[config.mk]
export PLATFORM = sky130hd
export DESIGN_NAME = dlx_control
export DESIGN_NICKNAME = d
export VERILOG_FILES = /design/src/rtl/dlx_control.sv
export SDC_FILE = /design/constraint.sdc
export NUM_CORES = 1
export LEC_CHECK = 0
export CAP_MARGIN = 25
export CORE_UTILIZATION = 39
export CTS_BUF_LIST = sky130_fd_sc_hd__clkbuf_8 sky130_fd_sc_hd__clkbuf_16
export CTS_CLUSTER_DIAMETER = 120
export DETAILED_ROUTE_END_ITERATION = 7
export HOLD_SLACK_MARGIN = 0.12
export PLACE_DENSITY_LB_ADDON = 0.2
export SLEW_MARGIN = 20
export SYNTH_ARGS = -nofsm -noshare
export SYNTH_HDL_FRONTEND = slang
export SYNTH_SLANG_ARGS = --single-unit
[constraint.sdc]
create_clock -name clk -period 1.4 [get_ports clk]
set_input_delay 0.14 -clock clk [delete_from_list [all_inputs] [get_ports clk]]
set_output_delay 0.14 -clock clk [all_outputs]
set_load 0.03 [all_outputs]
[src/rtl/dlx_control.sv]
// Multi-cycle DLX control sequencer covering fetch, decode, LW, SW and PC increment.
// The memory handshake uses busy: an access completes in any cycle where busy is low.
module dlx_control (
  input  logic        clk,
  input  logic        reset,
  input  logic        step_en,
  input  logic        busy,
  input  logic [31:0] data_in,
  output logic        mr,
  output logic        mw,
  output logic        gpr_we,
  output logic [2:0]  sm_state,
  output logic [4:0]  reg_address,
  output logic [9:0]  pc,
  output logic [15:0] memory_address
);

  typedef enum logic [2:0] {
    S_WAIT   = 3'd0,
    S_FETCH  = 3'd1,
    S_DECODE = 3'd2,
    S_LOAD   = 3'd3,
    S_WBACK  = 3'd4,
    S_STORE  = 3'd5,
    S_INC    = 3'd6
  } state_t;

  localparam logic [5:0] OP_LW = 6'b100011;
  localparam logic [5:0] OP_SW = 6'b101011;

  state_t      state, nxt;
  logic [31:0] ir;
  logic [31:0] mdr;

  always_ff @(posedge clk) begin
    if (!reset) begin
      state <= S_WAIT;
      pc    <= '0;
      ir    <= '0;
      mdr   <= '0;
    end else begin
      state <= nxt;
      if (state == S_FETCH && !busy) ir  <= data_in;
      if (state == S_LOAD  && !busy) mdr <= data_in;
      if (state == S_INC)            pc  <= pc + 10'd1;
    end
  end

  always_comb begin
    nxt            = state;
    mr             = 1'b0;
    mw             = 1'b0;
    gpr_we         = 1'b0;
    memory_address = '0;
    reg_address    = ir[20:16];
    case (state)
      S_WAIT:   if (step_en) nxt = S_FETCH;
      S_FETCH: begin
        mr             = 1'b1;
        memory_address = {6'b0, pc};
        if (!busy) nxt = S_DECODE;
      end
      S_DECODE: begin
        if (ir[31:26] == OP_LW)      nxt = S_LOAD;
        else if (ir[31:26] == OP_SW) nxt = S_STORE;
        else                         nxt = S_INC;
      end
      S_LOAD: begin
        mr             = 1'b1;
        memory_address = ir[15:0];
        if (!busy) nxt = S_WBACK;
      end
      S_WBACK: begin
        gpr_we = 1'b1;
        nxt    = S_INC;
      end
      S_STORE: begin
        mw             = 1'b1;
        memory_address = ir[15:0];
        if (!busy) nxt = S_INC;
      end
      S_INC:    nxt = S_WAIT;
      default:  nxt = S_WAIT;
    endcase
  end

  assign sm_state = state;

  // MDR is the write-data source for the register file outside this block; rs is not used.
  logic _unused_ok;
  assign _unused_ok = &{1'b0, mdr, ir[25:21], 1'b0};

endmodule

After elaboration in Yosys (flattened, before gate mapping) --
Index checks and enable logic that the tools add are counted.
Cells by class: add/subtract/negate cells 1, eq/ne operators 12, muxes and demuxes 11, reduce and logical (&&, ||, !) cells 6
Operators by type and width (count):
- $pmux 16 s2 | 1
- $pmux 3 s6 | 1
- $mux 3 | 5
- $eq 6x6->1 const B | 2
- $add 10x1->10 const B | 1
- $eq 3x3->1 const B | 3
- $ne 2x2->1 const B | 4
- $eq 3x2->1 const B | 2
- $reduce_and 4->1 | 1
- $reduce_or 2->1 | 2
- $eq 3x1->1 const B | 1
- $logic_not 3->1 | 1
- $mux 1 | 3
- $mux 2 | 1
- $logic_and 1x1->1 | 1
- $logic_not 1->1 | 1
Word-level totals: register bits after elaboration 45, input port bits 36, output and inout bits 37, word-level logic and storage cells 33

Logic depth before layout (Yosys ltp) --
Gate-level depths: netlist of run 1.
depth after elaboration 4, mapped depth 6, depth with buffers taken out 4

Least setup slack after synthesis of run 1 --
Ideal clock, no wire load.
kind register to output, start register state[2] (netlist: sm_state[2]), end output port memory_address[2], data arrival time 1.870 ns, required time 1.260 ns, slack -0.610 ns, stages on the path, launching flop included 6, path buffers 2, path through dfxtp_1 -> buf_4 -> xor2_1 -> buf_2 -> a22oi_1 -> nor2b_1
Between the ends: longest elaborated chain between the ends 3, elaborated cells between the ends (all ways) 5, those cells by class eq/ne (3); mux (1); reduce/logical (1)
Ends and longest elaborated chain:
- from (decl) | line 31 | state_t state, nxt;
- from (signal assigned) | line 42 | state <= nxt;
- $eq 3x2->1 or $eq 3x3->1 (tied branches) | line 56 | case (state)
- $reduce_or 2->1 (no line)
- $pmux 16 s2 * | line 56
- to (decl) | line 15 | output logic [15:0] memory_address
Mark *: on every way between the ends. The rest lies on a longest branch, timed or not.

Worst setup path in the final report of run 1 --
start register state[1] (netlist: sm_state[1]), end output port memory_address[8]
The elaborated chain is that of the path after synthesis.

==> results of run 1 <==
layer usage:
metal  part of all wire (%)  up-vias  GRT usage (%)
met2                     49       62           36.1
met3                    5.0       10           4.36
li1                       -      963              -
met1                     45      939           28.9
met4                    1.5        0           7.19
met5                      0        -              0
flip-flops by register name (all words and copies together), names as in the netlist:
signal and flops:
pc 10, ir 27, sm_state 3
power by group through the flow:
stage	combinational [W]	sequential, W	clock [W]
after floorplan	0.000628	0.00134	0
after global placement	0.000921	0.00135	0
after detailed placement	0.000934	0.00135	0
after CTS	0.00120	0.00132	0.000974
after global routing	0.00138	0.00132	0.00103
final	0.00129	0.00131	0.000972
layout by cell type, fill, tap and decap left out, types with 2 or more instances in the layout:
cell type | Yosys | routed
sky130_fd_sc_hd__mux2i_1 | 3 | 3
sky130_fd_sc_hd__nand2_1 | 60 | 60
sky130_fd_sc_hd__dlygate4sd2_1 | 0 | 18
sky130_fd_sc_hd__nor2b_2 | 0 | 8
sky130_fd_sc_hd__inv_1 | 4 | 4
sky130_fd_sc_hd__clkdlybuf4s50_1 | 0 | 30
sky130_fd_sc_hd__nor4_4 | 0 | 2
sky130_fd_sc_hd__nand2b_1 | 4 | 3
sky130_fd_sc_hd__o21ai_0 | 2 | 2
sky130_fd_sc_hd__dfxtp_4 | 0 | 5
sky130_fd_sc_hd__nor2b_4 | 0 | 3
sky130_fd_sc_hd__buf_4 | 7 | 23
sky130_fd_sc_hd__buf_6 | 3 | 22
sky130_fd_sc_hd__clkbuf_8 | 0 | 7
sky130_fd_sc_hd__a22oi_2 | 0 | 10
sky130_fd_sc_hd__a21oi_2 | 0 | 4
sky130_fd_sc_hd__and3_4 | 0 | 6
sky130_fd_sc_hd__nand3_1 | 3 | 3
sky130_fd_sc_hd__o31ai_1 | 3 | 2
sky130_fd_sc_hd__or3_4 | 0 | 2
sky130_fd_sc_hd__nor2_1 | 5 | 4
sky130_fd_sc_hd__dfxtp_1 | 40 | 32
sky130_fd_sc_hd__or4_4 | 0 | 3
sky130_fd_sc_hd__buf_12 | 0 | 6
sky130_fd_sc_hd__xor2_1 | 4 | 3
sky130_fd_sc_hd__dfxtp_2 | 0 | 3
sky130_fd_sc_hd__a21oi_1 | 32 | 28
per-stage QoR:
stage                     hold slack (ns)  instances  total power [W]  util [%]  cell area, µm²
after CTS                           0.390        366          0.00350      69.1            3110
after detailed placement            0.442        351          0.00229      61.0            2750
after floorplan                     0.251        232          0.00197         -            2020
after global routing                0.416        372          0.00373      71.7            3230
final                               0.389        372          0.00357      71.7            3230
after global placement              0.437        351          0.00227      61.0            2750
worst paths after layout:
check | start | end | slack, ns | cells after the start
max | sm_state[1] | memory_address[8] | -0.22 | 5
min | data_in[1] | ir[1] | 0.39 | 3
max reg2reg | sm_state[2] | ir[30] | -0.19 | 5
min reg2reg | ir[10] | ir[10] | 0.46 | 2
timing repair:
item	in CTS	in global routing
pin swaps	19	12
setup buffers	6	7
gates cloned	1	0
resized for setup	63	14
endpoints found under the setup margin	68	54
logic make-up (layout without fill, tap and decap cells):
logic type	after synthesis	after routing
XOR/XNOR	4	4
AO/OA/AOI/OAI	52	52
AND/OR/NAND/NOR	106	106
buffers and inverters	25	113
flip-flops	40	40
adder cells (fa/ha/maj)	1	1
multiplexers	4	4
area by class of cell:
class,count,area share [%]
inverters,5,0.581
flip-flops and latches,40,25.5
well taps,52,2.02
clock buffers,8,3.76
multi-input cells,167,36.7
repair buffers,100,31.4
worst max-delay path, stage by stage, from the launching register on:
cell                      delay [ns]
sky130_fd_sc_hd__dfxtp_4        0.39
sky130_fd_sc_hd__xor2_4         0.20
sky130_fd_sc_hd__buf_12         0.15
sky130_fd_sc_hd__a22oi_2        0.22
sky130_fd_sc_hd__nor2b_4        0.07
sky130_fd_sc_hd__buf_6          0.14
==> results.tsv, run 1 <==
stage	metric	value	unit
yosys	synth-xor-area-share	1.85	%
cells_and_area	multi_input_area	1190	µm²
min_path	timing.hold.worst.class	input port to flop	
yosys	sequential_element_share_of_the_synthesized_area	42.3	%
yosys	synthDominantCellAreaShare	42.3	%
yosys	synth_area_leader_cell	sky130_fd_sc_hd__dfxtp_1	
yosys	synth.cells.most_frequent	60 x sky130_fd_sc_hd__nand2_1, 40 x sky130_fd_sc_hd__dfxtp_1, 32 x sky130_fd_sc_hd__a21oi_1	
floorplan	core_area	4500	µm²
global_routing	grt_start_max_net_pins	28	
global_routing	gr-total-overflow	0	
drt	drt_first_pass_iters	6	
yosys	synth_top_family_by_area	simple AND/OR/NAND/NOR gates	
timing	relSlewSlack	74.3	%
yosys	syn_avg_cell_area	8.15	µm²
floorplan	floorplan.die_area	5130	µm²
drt	post_drt_wl_per_cell	15.1	µm
floorplan	num_rows	24	
status	status	finished, violations left	
pwr	cell_internal_pwr	0.00244	W
status	violations_in_the_final_reports	setup timing	
floorplan	chipHeight	71.6	µm
critical_path	crit_end_category	primary output	
placement	dp_hpwl	3530	µm
yosys	syn_area	1890	µm²
yosys	postSynth.asyncResetShare	0	%
yosys	synthDistinctLibCells	34	
timing	grt_setup_unrepaired	yes	
critical_path	worst-path-max-fanout	10	
yosys	yosys_most_used_dff	sky130_fd_sc_hd__dfxtp_1	
critical_path	critPathKind	flop to primary output	
placement	gp_congestion	0.794	
cts	clk_path_buf_depth	2	
cts	clk_root_buffer_cell	sky130_fd_sc_hd__clkbuf_8	
pwr	comb_power_share	36.0	%
pwr	switching_share	31.8	%
drt	via_per_inst	5.31	
timing	timing_max_transition_violations_final	0	
cells_and_area	area_delta_synth_final	70.6	%
timing	time_the_worst_path_needs_with_i_o_delays_and_setup	1.62	ns
drt	first_iter_violations	162	
floorplan	num_io_pins	73	
pwr	p_switching	0.00114	W
cells_and_area	drive_gt1_share	36.3	%
cts	clk_transition_reported_paths	0.08	ns
floorplan	effective_utilization_at_floorplan	42.0	%
cts	cts_tree	yes	
cts	hold_buffers	0	
pwr	power.share.clock	27.2	%
timing	fin_setup_tns	-6.79	ns
yosys	synth_cells	232	
yosys	count_of_flip_flops_with_a_built_in_enable_after_synthesis	0	
timing	worst_pin_slew	0.382	ns
yosys	ys_seq_elements	40	
global_routing	initial_antenna_violation_count	0	
critical_path	worst_setup_path_start_kind	flop	
drt	num_vias	1974	
cells_and_area	nFillCells	348	
critical_path	crit_arrival	1.48	ns
yosys	most_used_standard_cell_by_instance_count_after_synthesis	sky130_fd_sc_hd__nand2_1	
timing	period_share	115	%
critical_path	critPathRequiredTime	1.26	ns
yosys	yosysWarningCount	0	
placement	buffer_ports.inserted	67	
timing	clock_skew	0.00380	ns
global_routing	first_global_vias	1891	
yosys	synth-compound-area-share	16.3	%
drt	antenna_violating_nets_post_route	0	
cts	cts-buffers-inserted	5	
drt	drt_wl_total	5610	µm
placement	pre_cts_ws	-0.183	ns
yosys	mappedNetlistNets	269	
global_routing	wire_length_of_the_first_global_routing_pass	8820	µm
cts	clk-insertion-delay-late	0.29	ns
cts	htree_num_levels	2	
yosys	synth-simple-area-share	28.9	%
run	cap_viol_max_count	0	
timing	hold_viol	0	
timing	max_freq	619	MHz
drt	drc_errors	0	
cells_and_area	antenna_cells_inserted	0	
cts	cts_sinks	40	
cells_and_area	total_area_of_sequential_cells	823	µm²
timing	postLayoutSetupSlackWorst	-0.215	ns
pwr	pwr_per_cell_area	1110	nW/µm²
yosys	synthMuxAreaShare	2.18	%
pwr	leakagePower	1.33	nW
yosys	yosys.area_share.adder	0.661	%
cells_and_area	finish.net_count	356	
global_routing	groute.usage.overall	21.9	%
pwr	power.sequential.fraction	36.7	%
floorplan	die_width	71.6	µm
pwr	vdd.ir_drop.worst	0.723	mV
timing	setup_violations	50	
yosys	ys_top_cells_by_area	sky130_fd_sc_hd__dfxtp_1 42%, sky130_fd_sc_hd__nand2_1 12%, sky130_fd_sc_hd__a21oi_1 8.5%, sky130_fd_sc_hd__a22oi_1 4.4%, sky130_fd_sc_hd__nor2b_1 4.0%	
No activity file was read; power rests on OpenSTA's default activity.
==> run 2: changes to the inputs <==
--- a/config.mk
+++ b/config.mk
@@ -10,6 +10,7 @@
 export CTS_BUF_LIST = sky130_fd_sc_hd__clkbuf_8 sky130_fd_sc_hd__clkbuf_16
 export CTS_CLUSTER_DIAMETER = 120
 export DETAILED_ROUTE_END_ITERATION = 7
+export GPL_TIMING_DRIVEN = 0
 export HOLD_SLACK_MARGIN = 0.12
 export PLACE_DENSITY_LB_ADDON = 0.2
 export SLEW_MARGIN = 20
==> results.tsv, run 2 (synthesis gave the netlist of run 1 again) <==
stage	metric	value	unit
cells_and_area	finish.net_count	362	
run	cap_viol_max_count	0	
pwr	pwr_per_cell_area	1100	nW/µm²
global_routing	groute.usage.overall	23.0	%
critical_path	crit_arrival	1.57	ns
drt	first_iter_violations	114	
timing	timing_max_transition_violations_final	0	
floorplan	num_io_pins	73	
critical_path	crit_chain	buf_12 > xor2_4 > buf_6 > a22oi_2 > nor2b_4 > buf_6	
cts	clk_root_buffer_cell	sky130_fd_sc_hd__clkbuf_8	
critical_path	reg2reg_from	sm_state[1]	
global_routing	grt_use_met1	29.3	%
cts	htree_num_levels	2	
timing	time_the_worst_path_needs_with_i_o_delays_and_setup	1.71	ns
global_routing	initial_antenna_violation_count	0	
drt	antenna_violating_nets_post_route	0	
drt	via_per_inst	5.34	
min_path	holdCritStartpoint	data_in[0]	
critical_path	worst-path-max-fanout	6	
timing	clock_skew	0.00609	ns
floorplan	floorplan.die_area	5130	µm²
timing	period_share	122	%
timing	grt_setup_unrepaired	yes	
critical_path	critPathKind	flop to primary output	
drt	drt_first_pass_iters	4	
global_routing	wire_length_of_the_first_global_routing_pass	9000	µm
drt	num_vias	2017	
cts	hold_buffers	0	
floorplan	num_rows	24	
timing	relSlewSlack	64.4	%
global_routing	grt-busiest-layer	met2	
critical_path	cpMostUsedCell	sky130_fd_sc_hd__buf_6	
timing	max_freq	585	MHz
cts	cts_sinks	40	
floorplan	effective_utilization_at_floorplan	42.0	%
global_routing	use_met2	39.0	%
drt	post_drt_wl_per_cell	16.0	µm
critical_path	critPathLaunch	sm_state[2]	
cts	clk_path_buf_depth	2	
drt	drc_errors	0	
global_routing	gr-total-overflow	0	
timing	timing.hold.ws	0.386	ns
cells_and_area	top_register_by_number_of_flip_flops	ir	
placement	gp_congestion	0.814	
cells_and_area	area_delta_synth_final	74.7	%
cts	cts_tree	yes	
status	violations_in_the_final_reports	setup timing	
status	status	finished, violations left	
min_path	timing.hold.worst.class	input port to flop	
pwr	vdd.ir_drop.worst	0.767	mV
cells_and_area	largest_reg_flops	27	
critical_path	timing.critical_path.slowest_cell_delay	0.37	ns
timing	hold_viol	0	
timing	postLayoutSetupSlackWorst	-0.310	ns
critical_path	crit_end_category	primary output	
cells_and_area	most-common-layout-cells	48 x sky130_fd_sc_hd__nand2_1, 32 x sky130_fd_sc_hd__dfxtp_1, 30 x sky130_fd_sc_hd__clkdlybuf4s50_1	
placement	dp_hpwl	3640	µm
global_routing	grt_start_max_net_pins	14	
floorplan	core_area	4500	µm²
critical_path	critPathRequiredTime	1.26	ns
floorplan	die_width	71.6	µm
critical_path	worst_setup_path_start_kind	flop	
timing	setup_violations	51	
cts	clk_transition_reported_paths	0.08	ns
global_routing	grt.met3_usage	3.80	%
cells_and_area	antenna_cells_inserted	0	
pwr	leakagePower	1.35	nW
placement	buffer_ports.inserted	67	
global_routing	first_global_vias	1856	
timing	worst_pin_slew	0.534	ns
cells_and_area	drive_gt1_share	39.0	%
drt	drt_wl_total	6050	µm
cells_and_area	final_common_cell	sky130_fd_sc_hd__nand2_1	
cts	clk-insertion-delay-late	0.30	ns
pwr	report.power.total	0.00362	W
critical_path	crit_slowest_cell	sky130_fd_sc_hd__dfxtp_4	
cts	cts-buffers-inserted	5	
floorplan	chipHeight	71.6	µm
[run 2: changes by cell type in the layout (fill, tap and decap cells not counted), sizes merged]
cell      before  now
clkinvlp       0    1
clkbuf         8   11
clkinv         0    1
buf           52   53
[run 2: critical path: cells and delay by family, from the launching register on]
kind,cells,cell delay [ns]
simple gates,1,0.14
flops,1,0.37
buf+inv,3,0.44
xor+xnor,1,0.24
compound gates,1,0.09
[run 2: timing repair]
item                                    CTS  global route
endpoints found under the setup margin   63            56
pin swaps                                20             8
setup buffers                            13             6
gates resized for setup                 191            21
cloned                                    2             1
[run 2: power by group]
part / switching, W / leakage [nW] / internal (W)
sequential: 0.0000922 / 0.329 / 0.00122
combinational: 0.000696 / 0.972 / 0.000734
clock: 0.000421 / 0.0523 / 0.000456
[run 2: through the flow]
| stage | cells | util, % | area (µm²) | setup TNS [ns] | setup slack, ns |
|---|---|---|---|---|---|
| 6_report | 378 | 73.4 | 3310 | -8.39 | -0.310 |
| 4_1_cts | 374 | 70.3 | 3170 | -7.91 | -0.338 |
| 3_5_place_dp | 351 | 61.1 | 2750 | -20.89 | -0.594 |
| 5_1_grt | 378 | 73.4 | 3310 | -10.73 | -0.343 |
| 3_3_place_gp | 351 | 61.1 | 2750 | -20.66 | -0.602 |
| 2_1_floorplan | 232 | - | 2020 | -2.37 | -0.110 |
[run 2: cell type report]
type,instances,area (µm²)
multi-input combinational,167,1200
fill,344,1200
timing repair buffer,87,885
sequential,40,823
buffer,19,203
clock buffer,6,93.8
tap,52,65.1
inverter,5,18.8
clock inverter,2,12.5
[run 2: final timing paths]
| kind | cells after the start | slack, ns | to |
|---|---|---|---|
| setup / recovery | 6 | -0.31 | memory_address[8] |
| hold / removal | 3 | 0.39 | ir[0] |
| setup reg to reg | 6 | -0.18 | ir[29] |
| hold reg to reg | 2 | 0.46 | ir[13] |
[run 2: routing by layer]
metal / up-vias / routed length, µm / share of wire, %
met5: - / 0 / 0
met1: 959 / 2660 / 44
met3: 13 / 274 / 4.5
met4: 0 / 155 / 2.6
met2: 68 / 2960 / 49
li1: 977 / - / -
